`config.mk`:
```
export PLATFORM = sky130hd
export DESIGN_NAME = bcd_countdown_timer
export DESIGN_NICKNAME = d
export VERILOG_FILES = /design/src/rtl/bcd_countdown_timer.sv
export SDC_FILE = /design/constraint.sdc
export NUM_CORES = 1
export LEC_CHECK = 0
export CORE_UTILIZATION = 48
export CTS_BUF_LIST = sky130_fd_sc_hd__clkbuf_16
export DETAILED_ROUTE_END_ITERATION = 10
export GPL_TIMING_DRIVEN = 0
export PLACE_DENSITY = 0.85
export SLEW_MARGIN = 20
export SYNTH_ARGS = -nofsm -noshare
export SYNTH_HDL_FRONTEND = slang
export SYNTH_SLANG_ARGS = --single-unit
```
`constraint.sdc`:
```
create_clock -name clk -period 2.15 [get_ports clk]
set_clock_uncertainty 0.2 [all_clocks]
set_input_delay 0.43 -clock clk [delete_from_list [all_inputs] [get_ports clk]]
set_output_delay 0.43 -clock clk [all_outputs]
set_load 0.01 [all_outputs]
```
`src/rtl/bcd_countdown_timer.sv`:
```
// Loadable multi-digit BCD down counter used as an interval timer.
// A decimal value is loaded, started, and counted down on each tick while
// running; done pulses for one cycle when the count is decremented to zero.
//
// state | meaning
// IDLE  | stopped; load and start accepted
// RUN   | counting down on tick; pause moves to HOLD
// HOLD  | count frozen; load or resume via start
module bcd_countdown_timer #(
  parameter int DIGITS = 4
) (
  input  logic                  clk,
  input  logic                  rst,
  input  logic                  load_i,
  input  logic [4*DIGITS-1:0]   load_val_i,
  input  logic                  start_i,
  input  logic                  pause_i,
  input  logic                  tick_i,
  output logic [4*DIGITS-1:0]   count_o,
  output logic                  busy_o,
  output logic                  done_o,
  output logic                  zero_o,
  output logic                  load_err_o
);

  localparam int W = 4 * DIGITS;
  localparam logic [W-1:0] ONE = {{(W-1){1'b0}}, 1'b1};

  typedef enum logic [1:0] {
    IDLE = 2'd0,
    RUN  = 2'd1,
    HOLD = 2'd2
  } state_t;

  state_t         state_q, state_d;
  logic [W-1:0]   count_q, count_d;
  logic           busy_q, busy_d;
  logic           done_q, done_d;
  logic           load_err_q, load_err_d;
  logic           load_ok;
  logic [W-1:0]   count_dec;

  // Borrow ripples from digit 0 upward; a zero digit under borrow becomes 9.
  function automatic logic [W-1:0] bcd_dec(input logic [W-1:0] v);
    logic [W-1:0] r;
    logic         borrow;
    logic [3:0]   dig;
    r      = v;
    borrow = 1'b1;
    for (int i = 0; i < DIGITS; i++) begin
      dig = v[4*i +: 4];
      if (borrow) begin
        if (dig == 4'd0) begin
          dig = 4'd9;
        end else begin
          dig    = dig - 4'd1;
          borrow = 1'b0;
        end
      end
      r[4*i +: 4] = dig;
    end
    return r;
  endfunction

  // A load is accepted only if every digit is a legal BCD digit.
  always_comb begin
    load_ok = 1'b1;
    for (int i = 0; i < DIGITS; i++) begin
      if (load_val_i[4*i +: 4] > 4'd9) load_ok = 1'b0;
    end
  end

  assign count_dec = bcd_dec(count_q);

  // Next-state, count, done and load-error decisions.
  always_comb begin
    state_d    = state_q;
    count_d    = count_q;
    done_d     = 1'b0;
    load_err_d = load_err_q;
    unique case (state_q)
      IDLE: begin
        if (load_i) begin
          if (load_ok) begin
            count_d    = load_val_i;
            load_err_d = 1'b0;
          end else begin
            load_err_d = 1'b1;
          end
        end else if (start_i && (count_q != '0)) begin
          state_d = RUN;
        end
      end
      RUN: begin
        if (pause_i) begin
          state_d = HOLD;
        end else if (tick_i && (count_q != '0)) begin
          count_d = count_dec;
          if (count_q == ONE) begin
            done_d  = 1'b1;
            state_d = IDLE;
          end
        end
      end
      HOLD: begin
        if (load_i) begin
          if (load_ok) begin
            count_d    = load_val_i;
            load_err_d = 1'b0;
            if (load_val_i == '0) state_d = IDLE;
          end else begin
            load_err_d = 1'b1;
          end
        end else if (start_i && !pause_i) begin
          state_d = RUN;
        end
      end
      default: state_d = IDLE;
    endcase
    busy_d = (state_d != IDLE);
  end

  // State and output registers; synchronous reset dominates everything.
  always_ff @(posedge clk) begin
    if (rst) begin
      state_q    <= IDLE;
      count_q    <= '0;
      busy_q     <= 1'b0;
      done_q     <= 1'b0;
      load_err_q <= 1'b0;
    end else begin
      state_q    <= state_d;
      count_q    <= count_d;
      busy_q     <= busy_d;
      done_q     <= done_d;
      load_err_q <= load_err_d;
    end
  end

  assign count_o    = count_q;
  assign busy_o     = busy_q;
  assign done_o     = done_q;
  assign zero_o     = (count_q == '0);
  assign load_err_o = load_err_q;

endmodule

```
# Yosys cells after proc, flatten, opt, wreduce, memory -nomap -nowiden
# Cells that the tools add are included.
totals:
  reg_bits: 21
  in_bits: 22
op_classes:
  n_addsub: 4
  magnitude_cmp: 4
  n_eq_ne: 10
  n_mux: 33
  n_bitwise: 2
  reduce_logical: 21
op_table:
  columns: ["cell", "count"]
  rows:
  - ["16-bit two-way mux", 4]
  - ["16-bit zero test", 2]
  - ["16-bit one-hot mux with 2 select lines", 1]
  - ["4-bit two-way mux", 7]
  - ["2-bit two-way mux", 9]
  - ["6-bit AND reduction", 3]
  - ["16-bit by 1-bit == test with 1-bit output (second input constant)", 1]
  - ["4-bit > comparator (second input constant)", 4]
  - ["4-bit zero test", 4]
  - ["16-bit nonzero test", 1]
  - ["4-bit by 1-bit subtractor with 4-bit output (second input constant)", 4]
  - ["1-bit two-way mux", 11]
  - ["2-bit != test (second input constant)", 5]
  - ["2-bit one-hot mux with 3 select lines", 1]
  - ["5-bit AND reduction", 1]
  - ["2-bit by 1-bit != test with 1-bit output (second input constant)", 2]
  - ["2-bit nonzero test", 2]
  - ["4-bit OR reduction", 1]
  - ["1-bit logical AND", 3]
  - ["2-bit by 1-bit == test with 1-bit output (second input constant)", 1]
  - ["2-bit == test (second input constant)", 1]
  - ["2-bit zero test", 1]
  - ["1-bit inverter", 2]
  - ["2-bit AND reduction", 1]
  - ["other kinds (2)", 2]

# Depth between registers and ports, before layout
# Gate-level depths: netlist (run 1).
depth:
  word_depth: 9
  ltp_mapped: 6
  mapped_depth_nobuf: 5

# Least setup slack after synthesis (run 1)
# OpenSTA, ideal clock, no wires.
synth_path:
  kind: "reg2reg"
  from: "reg count_q[6], in the netlist count_o[6]"
  to: "reg count_q[8], in the netlist count_o[8]"
  arrival_ns: 1.506
  t_required_ns: 1.806
  path_slack_ns: 0.301
  path_stages_with_launch: 6
  cell_sequence: "dfxtp_1 nor4_4 nand4_4 o221a_2 a31oi_1 a311oi_1"
synth_via:
  elab_chain_len: 5
synth_lines:
  columns: ["item", "line_no", "rtl"]
  rows:
  - ["start, declared", "36", "logic [W-1:0] count_q, count_d;"]
  - ["start signal, assigned", "133", "count_q <= count_d;"]
  - ["4-bit zero test", "53", "if (dig == 4'd0) begin"]
  - ["1-bit two-way mux", "53", null]
  - ["1-bit two-way mux", "52", "if (borrow) begin"]
  - ["2-bit != test (no source line)", null, null]
  - ["6-bit AND reduction (no source line) *", null, null]
# Mark *: on every way between the ends. The rest lies on a longest branch, timed or not.
# A chain may end at the register's enable or synchronous reset.

# Final worst setup path (run 1)
layout_path:
  from: "in load_val_i[6]"
  to: "reg count_q[11], in the netlist count_o[11]"
layout_via:
  elab_chain_len: 6
layout_lines:
  columns: ["item", "line_no", "rtl"]
  rows:
  - ["start, declared", "15", "input logic [4*DIGITS-1:0] load_val_i,"]
  - ["4-bit > comparator", "69", "if (load_val_i[4*i +: 4] > 4'd9) load_ok = 1'b0;"]
  - ["1-bit two-way mux (3 in a row)", "69", null]
  - ["2-bit by 1-bit != test with 1-bit output (no source line)", null, null]
  - ["6-bit AND reduction (no source line)", null, null]
# Every way passes these cells.

==> results of run 1 <==
==> cell usage in the layout, fill, tap and decap left out, types with 3 or more instances in the layout <==
cell type / netlist / final
buf_4: 0 / 11
nand2_1: 10 / 10
a21oi_1: 15 / 15
o211ai_1: 4 / 4
dlymetal6s2s_1: 0 / 7
o2111ai_1: 4 / 4
dfxtp_2: 0 / 9
mux2_2: 3 / 3
nand4_1: 4 / 4
o21ai_2: 1 / 3
clkbuf_1: 7 / 4
a31oi_1: 5 / 5
o21ai_1: 3 / 4
nor4_4: 4 / 4
o21ai_0: 18 / 14
clkdlybuf4s50_1: 0 / 33
nor4_1: 3 / 3
nor2b_1: 4 / 3
dfxtp_1: 21 / 12
clkbuf_16: 0 / 3
nand2b_1: 7 / 7
nand3_1: 8 / 8
or2_2: 3 / 3
nor2_1: 16 / 16
==> synthesized netlist by cell type, types with 2 or more instances <==
cell type / count / area (sq um)
dfxtp_1: 21 / 420.4
nand4_1: 4 / 25.02
o211ai_1: 4 / 30.03
nor2_1: 16 / 60.06
nor3b_1: 2 / 15.01
o21a_1: 3 / 22.52
nor4b_1: 2 / 17.52
mux2_2: 3 / 33.78
nand2_1: 10 / 37.54
nor3_1: 2 / 10.01
nor2b_1: 4 / 25.02
a311oi_1: 2 / 17.52
o31a_1: 2 / 17.52
nand3_1: 8 / 40.04
inv_1: 2 / 7.510
a21oi_1: 15 / 75.07
o21ai_1: 3 / 15.01
nor4_1: 3 / 18.77
clkbuf_1: 7 / 26.28
nor4_4: 4 / 85.08
o2111ai_1: 4 / 35.03
o41ai_1: 2 / 17.52
o31ai_1: 2 / 15.01
nand3b_1: 2 / 15.01
o21ai_0: 18 / 90.09
nand4b_1: 2 / 17.52
a31oi_1: 5 / 31.28
nand2b_1: 7 / 43.79
or2_2: 3 / 18.77
==> metal layers <==
metal	part of all wire [%]	track usage, %	vias to the layer above
met3	8.5	3.401	24
met2	49	48.50	119
met1	39	37.06	829
met5	0	0	-
li1	-	-	820
met4	3.4	13.94	0
==> registers in the layout, summed over array words and instances, names as in the netlist <==
name        cells
done_o          1
busy_o          1
count_o        16
state_q         2
load_err_o      1
==> critical path, stage by stage <==
cell,delay [ns]
clkdlybuf4s50_1,0.48
o21ai_2,0.16
nand4_1,0.16
buf_4,0.19
o21ai_4,0.18
buf_4,0.15
nand3_2,0.11
a221oi_2,0.26
==> per-stage QoR <==
stage / hold WS, ns / utilization [%]
final: 0.3101 / 76.96
after global routing: 0.3372 / 76.96
after CTS: 0.3028 / 73.77
after detailed placement: 0.2940 / 68.24
after global placement: 0.2796 / 68.24
after floorplan: 0.3066 / -
==> cells by family after synthesis <==
logic type | Yosys count | share of synthesized area [%]
compound gates | 70 | 31.76
buf+inv | 10 | 2.618
flops | 21 | 28.38
simple gates | 77 | 34.29
mux | 4 | 2.956
==> report_power, final <==
part / internal, W / total (W) / switching, W
registers: 0.000429 / 0.000495 / 0.0000666
clock network: 0.000250 / 0.000404 / 0.000154
logic: 0.000357 / 0.000757 / 0.000401
==> worst max path at each step <==
stage,to,slack [ns],cells after the start
6_report,count_o[11],-0.01,8
5_1_grt,count_o[11],-0.04,8
4_1_cts,count_o[14],0.01,7
3_5_place_dp,count_o[2],-0.57,7
3_3_place_gp,count_o[1],-0.52,7
2_1_floorplan,count_o[8],0.30,5
==> layout make-up <==
cell class,instances,area share (%)
buffer,7,1.954
multi-input combinational,151,49.20
clock inverter,1,0.2299
timing repair buffer,52,23.22
clock buffer,3,3.448
inverter,2,0.3448
sequential,21,19.83
tap,31,1.782
==> repair_timing <==
item                       4_1_cts  5_1_grt
setup buffers                    7        4
setup endpoints to repair       14       17
hold endpoints to repair         0        0
resized for setup               16       25
pin swaps                        7       12
==> qor.yml, run 1 <==
run_status:
  status: "finished with violations"
  violations: "design-rule violations, negative setup slack"
synth:
  yosysWarnings: 0
  yosysSeqAreaShare_pct: 28.38
  synth_seq_cells: 21
  synthFlopType: "dfxtp_1"
  synth_edf_count: 0
  synth_fp_nets: 204
  netlist_instances: 182
  syn-cell-area_sq_um: 1481
  async_flop_share_pct: 0
  ys_types: 49
  avgSynthCellArea_sq_um: 8.140
route:
  avgViaCountPerCell: 6.687
  num_vias: 1792
  wirelength_um: 5088
  routedWlPerCell_um: 18.99
  remaining_drc_errors: 4
  drt-initial-drc-count: 161
  ant_nets: 0
  dr.pass1.iters: 8
setup_path:
  endpoint_kind: "flop"
  critPathLaunchType: "primary input"
  cp_max_fo: 3
  rrSetupSlack_ns: 0.11
  cp.required_ns: 2.12
  r2r-start: "count_o[6]"
  startpoint: "load_val_i[6]"
  critPathArrivalTime_ns: 2.14
  r2r_end: "count_o[12]"
  criticalPathCategory: "primary input to flop"
  r2r_cells: 6
min_path:
  holdPathStages: 2
  hold_path_end: "load_err_o"
  min_path_type: "flop to flop"
  hp-start: "load_err_o"
die:
  ioPinCount: 42
  rows: 19
  initial_utilization_pct: 52.37
  core_area_sq_um: 2829
  die-area_sq_um: 3313
  die_h_um: 57.56
  die_x_um: 57.56
finish:
  drive_above_1_share_pct: 23.63
  regArea_sq_um: 431.7
  final_cell_area_sq_um: 2177
  fillers: 211
  area_growth_pct: 46.96
  multiInputGateArea_sq_um: 1071
  finalNetCount: 260
  stdcell_count: 268
  n_antenna_cell: 0
global_routing:
  grt_usage_pct: 29.03
  grt_max_degree: 13
  grt_pass1_wl_um: 7431
  antenna_found_initial: 0
  grt_overflow: 0
  first_global_vias: 1584
timing:
  hold_violations: 0
  tightest_slew_ns: 0.5420
  finalSetupViolations: 1
  final-max-slew-violation-count: 0
  slew_headroom_pct: 63.87
  finalCriticalPeriod_ns: 2.161
  max_freq_mhz: 462.7
  period_share_pct: 100.5
  setup_tns_ns: -0.01107
  rsz0062_at_grt: "true"
  setup_slack_ns: -0.01107
pwr:
  ir_drop_uv: 437.8
  p_leak_nw: 0.7750
  power_w: 0.001657
  powerDensity_nw_per_um2: 761.1
clocking:
  clock-root-buffer: "clkbuf_16"
  numCtsBuffers: 3
  cts_tree: "yes"
  clk_path_buf_depth: 2
  clock_latency_ns: 0.26
  path_clk_slew_ns: 0.06
  hold_buffers: 0
  cts.htree.levels: 1
  clkSinkCount: 21
flow_run:
  maxCapViolCount: 0
placed_design:
  place_inst: 254
  hpwl_um: 3331
  place_ws_ns: -0.5713
  numPortBuffers: 41
  place.gp.congestion: 0.9383
  placed_area_sq_um: 1931
Note: power is estimated with default switching activity, not from simulation.
==> run 2, diff against run 1 <==
--- a/config.mk
+++ b/config.mk
@@ -10,6 +10,7 @@
 export DETAILED_ROUTE_END_ITERATION = 10
 export GPL_TIMING_DRIVEN = 0
 export PLACE_DENSITY = 0.85
+export SKIP_LAST_GASP = 1
 export SLEW_MARGIN = 20
 export SYNTH_ARGS = -nofsm -noshare
 export SYNTH_HDL_FRONTEND = slang
==> run 2 against run 1 <==
  * The run ends with design-rule violations left
  * Highest routed layer unchanged
  * Worst setup slack better by 0.022 ns
  * Count of clock-buffer cells in the layout stayed put
  * Non-clock buffer count is the same
  * Die area unchanged
  * Register-to-register slack hardly changed
  * Combinational power barely moved
  * Critical path type unchanged
  * Sequential cell count unchanged
==> qor.yml, run 2 (synthesis gave the netlist of run 1 again) <==
timing:
  finalSetupViolations: 0
  finalCriticalPeriod_ns: 2.139
  tightest_slew_ns: 0.5278
  rsz0062_at_grt: "true"
  period_share_pct: 99.50
  slew_headroom_pct: 64.82
  final-max-slew-violation-count: 0
  whs_ns: 0.3058
  hold_violations: 0
  max_freq_mhz: 467.5
placed_design:
  numPortBuffers: 41
  place.gp.congestion: 0.9383
  hpwl_um: 3331
  place_inst: 254
  placed_area_sq_um: 1931
route:
  drt-initial-drc-count: 131
  wirelength_um: 5080
  ant_nets: 0
  num_vias: 1812
  dr.pass1.iters: 8
  avgViaCountPerCell: 6.761
  routedWlPerCell_um: 18.96
  remaining_drc_errors: 4
clocking:
  cts.htree.levels: 1
  cts_tree: "yes"
  numCtsBuffers: 3
  clk_path_buf_depth: 2
  clkSinkCount: 21
  clock_latency_ns: 0.26
  clock-root-buffer: "clkbuf_16"
  path_clk_slew_ns: 0.06
finish:
  stdcell_count: 268
  area_growth_pct: 46.71
  n_antenna_cell: 0
  post-route-util_pct: 76.82
  final_common_cell: "clkdlybuf4s50_1"
  final_cell_mix: "clkdlybuf4s50_1, nor2_1, a21oi_1, o21ai_0"
  finalNetCount: 260
  largest_register_ffs: 16
  final_cell_area_sq_um: 2173
  drive_above_1_share_pct: 23.63
global_routing:
  grt_usage_pct: 29.03
  grt_max_degree: 13
  first_global_vias: 1584
  grt_pass1_wl_um: 7431
  grt_overflow: 0
  antenna_found_initial: 0
setup_path:
  critPathArrivalTime_ns: 2.12
  endpoint_kind: "flop"
  cp_common_cell: "buf_4"
  slowest_stage: "clkdlybuf4s50_1"
  crit_buf_inv: 3
  criticalPathCategory: "primary input to flop"
  slowest_delay_ns: 0.48
  path_delay_family: "buffers and inverters"
  crit_path_cell_trace: "clkdlybuf4s50_1 > o21ai_2 > nand4_1 > buf_4 > o21ai_4 > buf_4 > nand3_2 > a221oi_2"
  cp_max_fo: 3
  cp.required_ns: 2.13
  critPathLaunchType: "primary input"
pwr:
  powerDensity_nw_per_um2: 766.5
  p_leak_nw: 0.7742
  ir_drop_uv: 441.6
flow_run:
  maxCapViolCount: 0
die:
  core_area_sq_um: 2829
  rows: 19
  initial_utilization_pct: 52.37
  die_h_um: 57.56
  ioPinCount: 42
  die_x_um: 57.56
  die-area_sq_um: 3313
run_status:
  status: "finished with violations"
  violations: "design-rule violations"
min_path:
  min_path_type: "flop to flop"
## run 2: worst paths after layout
path	start	to	slack (ns)	cells after the start
worst min register to register	load_err_o	load_err_o	0.31	2
worst min-delay path	load_err_o	load_err_o	0.31	2
worst max-delay path	load_val_i[6]	count_o[11]	0.01	8
worst max register to register	count_o[6]	count_o[12]	0.11	6
## run 2: what timing repair did
| action | 4_1_cts | 5_1_grt |
|---|---|---|
| setup endpoints to repair | 14 | 17 |
| setup buffers | 7 | 4 |
| pin swaps | 7 | 12 |
| gates resized for setup | 16 | 24 |
| endpoints found under the hold margin | 0 | 0 |
| hold buffers | 0 | 0 |
## run 2: area by class of cell
cell class / count / area, sq um
Clock inverter: 1 / 5.005
Timing Repair Buffer: 52 / 505.5
Multi-Input combinational cell: 151 / 1071
Clock buffer: 3 / 75.07
Buffer: 7 / 38.79
Sequential cell: 21 / 431.7
Fill cell: 211 / 655.6
Tap cell: 31 / 38.79
Inverter: 2 / 7.507
## run 2: stage by stage
step                setup slack (ns)  TNS [ns]  total power, W
floorplan                     0.3005         0       0.0008998
global placement             -0.5201    -6.575        0.001114
detailed placement           -0.5713    -7.456        0.001132
CTS                          0.01320         0        0.001591
global route                -0.05090   -0.1868        0.001712
finish                       0.01081         0        0.001666
## run 2: per-layer routing
| metal | GRT usage (%) | part of all wire (%) | vias up |
|---|---|---|---|
| met5 | 0 | 0 | - |
| met2 | 48.50 | 48 | 123 |
| met4 | 13.94 | 3.0 | 0 |
| li1 | - | - | 816 |
| met3 | 3.401 | 9.1 | 22 |
| met1 | 37.06 | 39 | 851 |
## run 2: worst register-to-register path: stages (launching register included)
cell and delay, ns:
dfxtp_2 0.36, nor4_4 0.40, buf_4 0.21, and2_4 0.18, a21oi_1 0.13, o41ai_1 0.32
a21oi_1 0.11
## run 2: power by group
part	total (W)	switching, W	internal, W
clock network	0.000415	0.000164	0.000251
registers	0.000495	0.0000668	0.000429
logic	0.000756	0.000400	0.000355
